$ cat src/rtl/vitals_tracker.sv
// Pet vital meters (fullness/energy/happiness) advanced once per prescaled tick.
// Optional age-based death is built only when VITALS_AGE_EN is defined.

module vitals_meter #(
  parameter int W   = 4,
  parameter int MAX = 15
) (
  input  logic         clk,
  input  logic         rst_n,
  input  logic         adv,
  input  logic         dec,
  input  logic [1:0]   mag,
  output logic [W-1:0] val,
  output logic [W-1:0] nxt
);
  logic [W:0] sum;

  // W+1 bit sum so the increment can be clamped before it wraps
  always_comb begin
    sum = {1'b0, val} + {{(W-1){1'b0}}, mag};
    nxt = val;
    if (adv) begin
      if (dec) nxt = (val >= W'(mag)) ? val - W'(mag) : '0;
      else     nxt = (sum > (W+1)'(MAX)) ? W'(MAX) : sum[W-1:0];
    end
  end

  always_ff @(posedge clk) begin
    if (!rst_n)   val <= W'(MAX);
    else if (adv) val <= nxt;
  end
endmodule

module vitals_tracker #(
  parameter int TICK_DIV  = 50_000_000,
  parameter int W         = 4,
  parameter int MAX       = 15,
  parameter int LIMIAR    = 3,
  parameter int IDADE_W   = 8,
  parameter int IDADE_MAX = 200
) (
  input  logic               clk,
  input  logic               rst_n,
  input  logic [3:0]         estado,
  output logic [W-1:0]       saciedade,
  output logic [W-1:0]       energia,
  output logic [W-1:0]       alegria,
  output logic               aviso,
  output logic               morreu,
  output logic [IDADE_W-1:0] idade
);
  localparam int NM = 3;
  localparam int PW = $clog2(TICK_DIV);
  localparam logic [3:0] ST_IDLE = 4'd0, ST_DORM = 4'd1, ST_COME = 4'd2,
                         ST_AULA = 4'd3, ST_MORTO = 4'd4;

  if (TICK_DIV < 2 || MAX > 2**W-1 || IDADE_MAX > 2**IDADE_W-1) begin : g_bad_cfg
    $error("vitals_tracker: bad parameter combination");
  end

  logic [PW-1:0]          cnt;
  logic                   tick, adv, age_death;
  logic [NM-1:0]          dec, low, zero;
  logic [NM-1:0][1:0]     mag;
  logic [NM-1:0][W-1:0]   val, nxt;

  always_ff @(posedge clk) begin
    if (!rst_n)    cnt <= '0;
    else if (tick) cnt <= '0;
    else           cnt <= cnt + 1'b1;
  end

  assign tick = (cnt == PW'(TICK_DIV-1));
  assign adv  = tick && !morreu && (estado != ST_MORTO);

  // index 0 saciedade, 1 energia, 2 alegria; unknown codes behave as IDLE
  always_comb begin
    dec = 3'b111;
    mag = {2'd1, 2'd1, 2'd1};
    case (estado)
      ST_DORM: begin dec = 3'b001; mag = {2'd0, 2'd2, 2'd1}; end
      ST_COME: begin dec = 3'b110; mag = {2'd1, 2'd1, 2'd2}; end
      ST_AULA: begin dec = 3'b011; mag = {2'd2, 2'd2, 2'd1}; end
      default: ;
    endcase
  end

  for (genvar gi = 0; gi < NM; gi++) begin : g_meter
    vitals_meter #(.W(W), .MAX(MAX)) u_meter (
      .clk  (clk),
      .rst_n(rst_n),
      .adv  (adv),
      .dec  (dec[gi]),
      .mag  (mag[gi]),
      .val  (val[gi]),
      .nxt  (nxt[gi])
    );
    assign low[gi]  = (nxt[gi] <= W'(LIMIAR));
    assign zero[gi] = (nxt[gi] == '0);
  end

  assign saciedade = val[0];
  assign energia   = val[1];
  assign alegria   = val[2];

`ifdef VITALS_AGE_EN
  logic [IDADE_W-1:0] idade_r, idade_nxt;

  always_comb begin
    idade_nxt = idade_r;
    if (adv && idade_r != '1) idade_nxt = idade_r + 1'b1;
  end

  assign age_death = (idade_nxt == IDADE_W'(IDADE_MAX));
  assign idade     = idade_r;

  always_ff @(posedge clk) begin
    if (!rst_n)   idade_r <= '0;
    else if (adv) idade_r <= idade_nxt;
  end
`else
  assign age_death = 1'b0;
  assign idade     = '0;
`endif

  // flags follow the next-state meters so they move on the same edge
  always_ff @(posedge clk) begin
    if (!rst_n) begin
      aviso  <= 1'b0;
      morreu <= 1'b0;
    end else if (tick) begin
      aviso  <= |low;
      morreu <= morreu | (|zero) | age_death;
    end
  end
endmodule

$ cat config.mk
export PLATFORM = sky130hd
export DESIGN_NAME = vitals_tracker
export DESIGN_NICKNAME = d
export VERILOG_FILES = /design/src/rtl/vitals_tracker.sv
export SDC_FILE = /design/constraint.sdc
export NUM_CORES = 1
export LEC_CHECK = 0
export CAP_MARGIN = 20
export CORE_ASPECT_RATIO = 1.5
export CORE_MARGIN = 1
export CORE_UTILIZATION = 58
export CTS_BUF_LIST = sky130_fd_sc_hd__clkbuf_16
export DETAILED_ROUTE_END_ITERATION = 10
export DONT_BUFFER_PORTS = 1
export PLACE_DENSITY_LB_ADDON = 0.1
export SYNTH_ARGS = -nofsm -noshare
export SYNTH_HDL_FRONTEND = slang
export SYNTH_SLANG_ARGS = --single-unit
$ cat constraint.sdc
create_clock -name clk -period 3.27 [get_ports clk]
set_input_delay 0.4905 -clock clk [delete_from_list [all_inputs] [get_ports clk]]
set_output_delay 0.4905 -clock clk [all_outputs]
set_load 0.05 [all_outputs]
==> results by group <==
Global route
  – Grt ovf: 0
  – Vias in the first global route: 2232
  – Antenna violations before repair: 0
  – Largest net degree at the start of global routing: 25
  – GRT Resource Usage Total: 25.5%
  – Global-route wire length before repair: 9.96 mm

Yosys
  – Main synth FF type: dfxtp_1
  – Most frequent cell after synthesis: dfxtp_1
  – Post-synthesis sequential area ratio: 28.9%
  – Synth area leaders: dfxtp_1 (29%), ha_1 (5.9%), nor2_1 (4.7%)
  – Syn. warnings: 0
  – Number of synthesized register bits: 40
  – Mapped Area: 2770 um2
  – Library cells used by synthesis: 62
  – Largest area contributor in the netlist: dfxtp_1
  – Synth cell count leaders: dfxtp_1 (40), nor2_1 (35), nand2_1 (25), inv_1 (20), nand3_1 (15)
  – EDFF count, synth: 0
  – Post-synth ARST share: 0%
  – Yosys top cell area share: 28.9%
  – Avg Synthesized Cell Area: 8.62 um2
  – Post-Synthesis Cells: 321

Route
  – Vias: 2243
  – Final wirelength: 5.81 mm
  – Vias per cell: 5.75
  – Residual DRC: 0
  – TritonRoute pass-1 iters: 4
  – Antenna Violating Nets Remaining: 0
  – DR iter-0 viols: 139
  – Routed len/inst: 14.9 um

Place
  – Placed Area: 2820 um2
  – Input/output buffers: 0
  – Pre-CTS setup slack: 295 ps
  – Placer Congestion: 0.985
  – Hpwl dp: 4.41 mm

Worst setup path
  – Critical path class: in2reg
  – Worst path max stage delay: 490 ps
  – CP Cell Sequence: nor4b_4 -> inv_1 -> fa_1 -> a2111oi_0 -> and2_1 -> a2111oi_2 -> a311oi_1 -> o211ai_1 -> a41oi_2
  – Startpoint Class: input pin
  – Slowest CP cell: a2111oi_0
  – CP max FO: 7
  – Critical Path RT: 3480 ps
  – CP delay by family, top: compound AO/OA/AOI/OAI gates
  – Buffers & Inverters on Critical Path: 1
  – Crit. End Element: flop
  – Worst Path Arrival: 2940 ps

Floorplan
  – Num rows: 30
  – Starting density of the core: 60.9%
  – Die height: 86.6 um
  – Die X: 58.4 um
  – CORE AREA: 4540 um2
  – Die area: 5060 um2
  – Top-Level Pins: 28

Timing
  – Fmax: 367 MHz
  – Max Slew Vio Count: 0
  – Final setup vio count: 0
  – Relative slew slack: 43.7%
  – Fin crit period: 2730 ps
  – RSZ-0062 raised after global routing: no
  – Least-Margin Pin Slew: 843 ps
  – Setup TNS: 0 ps
  – Final worst slack: 543 ps
  – Final Hold Fails: 0
  – Final Skew: 1.87 ps
  – Period utilization: 83.4%

Pwr
  – Psw: 0.000248 W
  – Logic gate share of total power: 6.1%
  – Pint: 0.000869 W
  – Switching Fraction: 22.2%
  – Clock network power share: 49.7%
  – Power, Total: 0.00112 W
  – VDD IR max: 0.482 mV
  – Pwr dens: 374 nW/um2
  – Leakage power: 1.13 nW
  – Reg power frac: 44.1%

Clocking
  – CTS tree: yes
  – CTS clock-pin slew for the worst setup and hold paths: 60 ps
  – Root buffer selected by CTS: clkbuf_16
  – Number of clock sinks: 40
  – Resized cells post-CTS: 0
  – Cts hold-fix bufs: 0
  – Clock latency at the later pin of the worst-skew pair: 280 ps
  – Setup Buffers After CTS: 0
  – Total CTS buffers: 5
  – # H-tree levels: 2
  – Clock buffer depth: 2

Final layout
  – Sequential cell area: 801 um2
  – Fill cells: 397
  – Post-route cell area: 2990 um2
  – Area delta synth->final: 8.01%
  – Layout Nets: 350
  – Util after Layout: 65.8%
  – Layout cells sized above 1: 11.0%
  – Multi-input logic area: 1770 um2
  – Antenna diodes: 0

Hold path
  – Worst hold path type: in2reg

Job
  – Number of max-cap violations: 0

Run status
  – Run status: complete, no violations
-- sequential cells by signal, summed over array words and instances, names as in the netlist --
signal               flops
aviso                    1
cnt                     26
morreu                   1
g_meter.u_meter.val     12
-- per-stage QoR --
stage / hold slack, ps / cells
after floorplan: 426 / 328
after global placement: 440 / 382
after detailed placement: 448 / 382
after CTS: 267 / 390
after global routing: 265 / 390
final: 266 / 390
-- metal layers --
layer	vias up	track usage, %	part of all wire (%)
met4	0	10.6	2.5
met2	44	46.8	54
li1	1130	-	-
met3	10	5.07	3.7
met1	1059	27.9	39
met5	-	0	0
-- worst reg2reg max path, stage by stage, from the launching register on --
cell	delay [ps]
dfxtp_1	340
or4b_4	560
nor4_4	330
and3_1	620
mux2i_1	350
o211ai_1	150
a41oi_2	180
-- kinds of logic (layout without fill, tap and decap cells) --
family / after synthesis / count (layout) / synth area share [%]
xor+xnor: 22 / 22 / 6.97
buf+inv: 43 / 41 / 7.87
other cells: 1 / 8 / 0.136
simple gates: 133 / 133 / 26.8
mux: 9 / 9 / 3.44
compound gates: 54 / 54 / 15.6
fa+ha+maj: 19 / 19 / 10.2
flops: 40 / 40 / 28.9
-- final cells by class --
| cell class | count | share of cell area (%) |
|---|---|---|
| Tap cell | 64 | 2.68 |
| Clock inverter | 3 | 1.42 |
| Sequential cell | 40 | 26.8 |
| Inverter | 22 | 2.76 |
| Clock buffer | 5 | 4.19 |
| Timing Repair Buffer | 11 | 2.76 |
| Multi-Input combinational cell | 245 | 59.4 |
-- cell usage in the layout, fill, tap and decap left out, drive strengths merged, types with 4 or more instances in the layout --
cell type,Yosys,layout
mux2i,8,8
clkbuf,9,5
fa,6,6
a21oi,5,5
and3,6,6
o211ai,7,7
nor3,11,11
a31oi,5,5
nand2,25,25
dfxtp,40,40
inv,22,22
xor2,10,10
nand4,4,4
nand2b,5,5
nand3,16,16
nor2,35,35
a211o,4,4
a2111oi,6,6
and4,4,4
xnor2,12,12
conb,1,8
o21ai,10,10
ha,13,13
buf,12,11
a211oi,5,5
-- power by group through the flow --
stage	registers, W	clock network (W)	logic, W
floorplan	0.000503	0	0.0000684
global placement	0.000504	0	0.0000674
detailed placement	0.000504	0	0.0000683
CTS	0.000493	0.000560	0.0000686
global route	0.000493	0.000585	0.0000752
finish	0.000493	0.000556	0.0000684
-- path summary, 6_finish.rpt --
check,start,endpoint,slack (ps),cells after the start
worst min register to register,cnt[0]$_SDFF_PP0_,cnt[0]$_SDFF_PP0_,460,1
worst max-delay path,estado[0],morreu$_SDFFE_PN0N_,540,9
worst min-delay path,rst_n,g_meter[0].u_meter.val[0]$_SDFFE_PN1P_,270,1
worst max register to register,cnt[24]$_SDFF_PP0_,morreu$_SDFFE_PN0N_,670,6
(Power assumes the default switching activity.)
